File: config.mk
export PLATFORM = sky130hd
export DESIGN_NAME = shift_deserializer_flat
export DESIGN_NICKNAME = d
export VERILOG_FILES = /design/src/rtl/shift_deserializer_if.sv /design/src/rtl/shift_deserializer.sv /design/src/flat_wrapper.sv
export SDC_FILE = /design/constraint.sdc
export NUM_CORES = 1
export LEC_CHECK = 0
export CAP_MARGIN = 10
export CORE_AREA = 2 2 63 65
export CTS_CLUSTER_DIAMETER = 120
export DETAILED_ROUTE_END_ITERATION = 12
export DIE_AREA = 0 0 65 67
export GPL_TIMING_DRIVEN = 0
export SLEW_MARGIN = 20
export SYNTH_ARGS = -nofsm -noshare
export SYNTH_HDL_FRONTEND = slang
export SYNTH_SLANG_ARGS = --single-unit
export TNS_END_PERCENT = 5
File: constraint.sdc
create_clock -name clk -period 2 [get_ports clk]
set_input_delay 0.3 -clock clk [delete_from_list [all_inputs] [get_ports clk]]
set_output_delay 0.3 -clock clk [all_outputs]
set_load 0.05 [all_outputs]
File: src/rtl/shift_deserializer_if.sv
// Serial receive link plus word-holding handshake between the link driver and the deserializer.
// The master drives the bit stream and the consumer ack; the slave returns the assembled word.
interface shift_deserializer_if #(
  parameter int DATA_WIDTH = 8
);
  localparam int CNT_WIDTH = $clog2(DATA_WIDTH);

  logic                  serial_in;
  logic                  enable;
  logic                  clear;
  logic                  data_ack;
  logic [DATA_WIDTH-1:0] data_out;
  logic                  data_valid;
  logic                  overrun;
  logic                  busy;
  logic [CNT_WIDTH-1:0]  bit_count;

  modport master (
    output serial_in, enable, clear, data_ack,
    input  data_out, data_valid, overrun, busy, bit_count
  );

  modport slave (
    input  serial_in, enable, clear, data_ack,
    output data_out, data_valid, overrun, busy, bit_count
  );
endinterface

File: src/rtl/shift_deserializer.sv
// MSB-first serial-to-parallel receiver; word is valid on the edge sampling its last bit.
// No backpressure on the link: a word completing while the holding register is full is dropped and flagged.
module shift_deserializer #(
  parameter int DATA_WIDTH = 8
) (
  input logic               clk,
  input logic               reset,
  shift_deserializer_if.slave bus
);
  localparam int CNT_WIDTH = $clog2(DATA_WIDTH);
  localparam logic [CNT_WIDTH-1:0] LAST_BIT = CNT_WIDTH'(DATA_WIDTH - 1);

  // Only DATA_WIDTH-1 bits need storing: the final bit goes straight from serial_in into the word.
  logic [DATA_WIDTH-2:0] shift_reg;
  logic [CNT_WIDTH-1:0]  bit_count;
  logic [DATA_WIDTH-1:0] data_out;
  logic                  data_valid;
  logic                  overrun;

  logic                  shift_en;
  logic                  word_done;
  logic [DATA_WIDTH-1:0] word;

  assign shift_en  = bus.enable && !bus.clear;
  assign word_done = shift_en && (bit_count == LAST_BIT);
  assign word      = {shift_reg, bus.serial_in};

  always_ff @(posedge clk or negedge reset) begin
    if (!reset) begin
      shift_reg <= '0;
      bit_count <= '0;
    end else if (bus.clear) begin
      shift_reg <= '0;
      bit_count <= '0;
    end else if (word_done) begin
      shift_reg <= '0;
      bit_count <= '0;
    end else if (shift_en) begin
      shift_reg <= word[DATA_WIDTH-2:0];
      bit_count <= bit_count + 1'b1;
    end
  end

  // Handshake path runs independently of clear; completion cannot coincide with clear.
  always_ff @(posedge clk or negedge reset) begin
    if (!reset) begin
      data_out   <= '0;
      data_valid <= 1'b0;
      overrun    <= 1'b0;
    end else begin
      if (word_done) begin
        if (!data_valid || bus.data_ack) begin
          data_out   <= word;
          data_valid <= 1'b1;
        end else begin
          overrun <= 1'b1;
        end
      end else if (bus.data_ack) begin
        data_valid <= 1'b0;
      end

      if (bus.clear) begin
        overrun <= 1'b0;
      end
    end
  end

  assign bus.data_out   = data_out;
  assign bus.data_valid = data_valid;
  assign bus.overrun    = overrun;
  assign bus.bit_count  = bit_count;
  assign bus.busy       = (bit_count != '0);
endmodule

File: src/flat_wrapper.sv
// flat-port wrapper written by rule: the top's interface ports become plain ports
module shift_deserializer_flat 
#(
  parameter int DATA_WIDTH = 8
)
  (clk, reset, bus_serial_in, bus_enable, bus_clear, bus_data_ack, bus_data_out, bus_data_valid, bus_overrun, bus_busy, bus_bit_count);
  shift_deserializer_if #(.DATA_WIDTH(DATA_WIDTH)) bus_i ();
  input logic clk;
  input logic reset;
  input wire logic [$bits(bus_i.serial_in)-1:0] bus_serial_in;
  input wire logic [$bits(bus_i.enable)-1:0] bus_enable;
  input wire logic [$bits(bus_i.clear)-1:0] bus_clear;
  input wire logic [$bits(bus_i.data_ack)-1:0] bus_data_ack;
  output wire logic [$bits(bus_i.data_out)-1:0] bus_data_out;
  output wire logic [$bits(bus_i.data_valid)-1:0] bus_data_valid;
  output wire logic [$bits(bus_i.overrun)-1:0] bus_overrun;
  output wire logic [$bits(bus_i.busy)-1:0] bus_busy;
  output wire logic [$bits(bus_i.bit_count)-1:0] bus_bit_count;
  assign bus_i.serial_in = bus_serial_in;
  assign bus_i.enable = bus_enable;
  assign bus_i.clear = bus_clear;
  assign bus_i.data_ack = bus_data_ack;
  assign bus_data_out = bus_i.data_out;
  assign bus_data_valid = bus_i.data_valid;
  assign bus_overrun = bus_i.overrun;
  assign bus_busy = bus_i.busy;
  assign bus_bit_count = bus_i.bit_count;
  shift_deserializer #(.DATA_WIDTH(DATA_WIDTH)) u_core (.clk(clk), .reset(reset), .bus(bus_i));
endmodule
==> key figures <==
Status
  – Status: complete, no violations

Global routing
  – Total global-route track usage: 8.51%
  – Number of antenna violations at the first check in global routing: 0
  – Via count of the first global-routing pass: 586
  – Global-route wire length before repair: 2790 µm
  – Global-route congestion overflow total: 0
  – Pin count of the biggest net entering global routing: 21

Timing
  – Hold Fails Final Rpt: 0
  – Maximum frequency from static timing analysis: 549 MHz
  – Final number of max-transition violations: 0
  – Fin Setup TNS: 0 ns
  – Relative slew slack: 40.9%
  – Final period utilization: 91.1%
  – Worst Max-Slew Pin Slew: 0.883 ns
  – Final setup fails: 0
  – Setup repair after global routing missed its margin: false
  – Final Critical Period: 1.82 ns
  – Final setup skew: 0.00334 ns

Drt
  – Detailed-route wire length per cell: 11.3 µm
  – Via-per-instance ratio: 4.22
  – # DRC: 0
  – Number of nets with antenna violations after detailed routing: 0
  – Number of violations reported at the end of detailed-routing iteration 0: 10
  – Number of search-and-repair iterations in the first detailed-routing pass: 4
  – Final wirelength: 1630 µm
  – Routed via count: 608

Worst setup path
  – CP max stage delay: 0.41 ns
  – Critical path class: register to register
  – Critical Path, Cell by Cell: ha_1 > ha_1 > nand2_2 > nor3_4 > buf_4 > mux2_2
  – Category of the worst setup path capture point: register
  – Kind of launch point of the worst setup path: register
  – Most frequent CP cell: sky130_fd_sc_hd__ha_1
  – Kind of cell adding the most delay to the critical path: adder cells
  – Buffering stage count on the worst path with inverters included: 1
  – Slowest stage cell on the critical path: sky130_fd_sc_hd__dfrtp_1
  – Worst endpoint data arrival time: 1.96 ns
  – Peak fanout along the critical path: 10
  – Critical path required time: 2.14 ns

Yosys
  – Post-synth EDFFs: 0
  – Warnings, synthesis: 0
  – Share of the synthesized area in the top cell type: 56.8%
  – Net count after synthesis: 80
  – Library cell with the highest instance count after synthesis: sky130_fd_sc_hd__dfrtp_1
  – Number of unique standard cell types used by synthesis: 17
  – Mapped Cells: 71
  – Share of synthesized area occupied by flip-flops and latches: 56.8%
  – Proportion of synthesized flip-flops having asynchronous set or reset: 100%
  – Most instantiated flip-flop cell in the synthesis netlist: sky130_fd_sc_hd__dfrtp_1
  – Post-Syn Area: 881 µm²
  – Avg Synthesized Cell Area: 12.4 µm²
  – Cell type with the highest aggregate area in the netlist: sky130_fd_sc_hd__dfrtp_1
  – Synth area leaders: sky130_fd_sc_hd__dfrtp_1 57%, sky130_fd_sc_hd__mux2_2 10%, sky130_fd_sc_hd__nand3b_1 6.8%
  – Flip-flop and latch count after synthesis: 20
  – Top cell types by occurrence after synthesis: 20 x sky130_fd_sc_hd__dfrtp_1, 9 x sky130_fd_sc_hd__nand2b_1, 8 x sky130_fd_sc_hd__a21oi_1, 8 x sky130_fd_sc_hd__mux2_2, 8 x sky130_fd_sc_hd__nand3b_1

Floorplanning
  – Starting density of the core: 24.4%
  – Top-Level Pins: 20
  – X dimension of the die: 65 µm
  – Placement Rows: 22
  – Die outline area: 4360 µm²
  – Die Ht: 67 µm
  – Area inside the core boundary: 3610 µm²

Clocking
  – Largest buffer count on any clock path: 2
  – Hold-fix buffers at CTS: 0
  – Maximum level of the CTS H-tree: 1
  – Root buffer selected by CTS: sky130_fd_sc_hd__clkbuf_8
  – Clk sinks: 20
  – CTS tree: done
  – Clock edge transition at the registers on the reported setup and hold paths: 0.07 ns
  – Clock network latency to the later pin of the worst-skew pair: 0.25 ns
  – Num CTS Buffers: 3

Job
  – Number of maximum-capacitance violations: 0

Final layout
  – Number of nets in the finished design: 106
  – Number of inserted filler cells in the final layout: 371
  – Ant diodes: 0
  – Area growth from synthesis to layout: 36.2%
  – Max FFs per register: 8
  – Share of cells above drive strength 1: 19.8%
  – Final Instance Count excl. Fillers: 144

Place
  – Number of I/O port buffers: 19
  – Placed instance count: 138
  – Weighted congestion reported at the end of routability-driven placement: 0.717
  – Detailed placer's ending HPWL: 1150 µm

Power and ir drop
  – IR Drop Worst-Case VDD: 402 µV
  – Final Total Pwr: 808 µW
  – Leak pwr: 0.522 nW
  – Power density relative to cell area: 674 nW/µm²

Worst hold path
  – Worst hold path class: register to register
[worst paths after layout]
check                                        start                endpoint  slack, ns  cells after the start
hold / removal              u_core.bus.data_out[7]  u_core.bus.data_out[7]       0.51                      1
setup reg to reg           u_core.bus.bit_count[0]  u_core.bus.data_out[3]       0.18                      6
max in group asynchronous                    reset     u_core.shift_reg[2]       0.91                      1
setup / recovery           u_core.bus.bit_count[0]  u_core.bus.data_out[3]       0.18                      6
min in group asynchronous                    reset     u_core.shift_reg[6]       0.54                      1
hold reg to reg             u_core.bus.data_out[7]  u_core.bus.data_out[7]       0.51                      1
[where the power goes]
| part | switching, mW | internal [mW] | total [mW] |
|---|---|---|---|
| Combinational | 0.0579 | 0.0328 | 0.0907 |
| Sequential | 0.00652 | 0.411 | 0.417 |
| Clock | 0.125 | 0.175 | 0.300 |
[area by class of cell]
class	instances	area (µm²)	share of cell area, %
repair buffers	21	204	17.0
multi-input cells	46	359	29.9
inverters	2	7.51	0.626
clock buffers	4	55.1	4.59
flip-flops and latches	20	500	41.7
plain buffers	3	13.8	1.15
well taps	48	60.1	5.01
[metal layers]
layer	wire length [µm]	part of all wire (%)	global-route usage, %	vias to the layer above
met4	14	0.86	2.39	0
met2	776	48	13.9	16
met1	755	46	10.3	292
met5	0	0	0	-
met3	82	5.0	3.38	2
li1	-	-	-	298
[timing repair]
| action | 4_1_cts | 5_1_grt |
|---|---|---|
| gates resized for setup | 1 | 0 |
| setup buffers | 0 | 2 |
| setup endpoints to repair | 1 | 8 |
| pin swaps | 0 | 1 |
[per-stage QoR]
stage          worst slack (ns)  hold WS [ns]  utilization (%)  cell area (µm²)
5_1_grt                  0.0750         0.533             33.3             1200
6_report                  0.178         0.508             33.3             1200
3_3_place_gp              0.119         0.490             31.4             1130
4_1_cts                  0.0750         0.516             32.9             1180
3_5_place_dp             0.0889         0.498             31.4             1130
2_1_floorplan            0.0250       0.00441                -              881
[cell families (layout without fill, tap and decap cells)]
logic type      count (synthesis)  count (layout)  synth area share, %
simple gates                   23              23                 18.0
fa+ha+maj                       3               3                 4.26
mux                             9               9                 11.4
flops                          20              20                 56.8
buf+inv                         5              30                 2.41
compound gates                 10              10                 6.11
xor+xnor                        1               1                0.994
[layout by cell type, fill, tap and decap left out, drive strengths merged]
master	n
xnor2	1
nor2b	1
dfrtp	20
ha	3
a21oi	8
clkbuf	5
buf	4
o21bai	1
mux2i	1
nand3b	8
clkdlybuf4s50	18
nand2	1
inv	2
nor3	1
nor2	3
mux2	8
dlygate4sd2	1
a31oi	1
nand2b	9
Power figures use the tool's default switching activity.
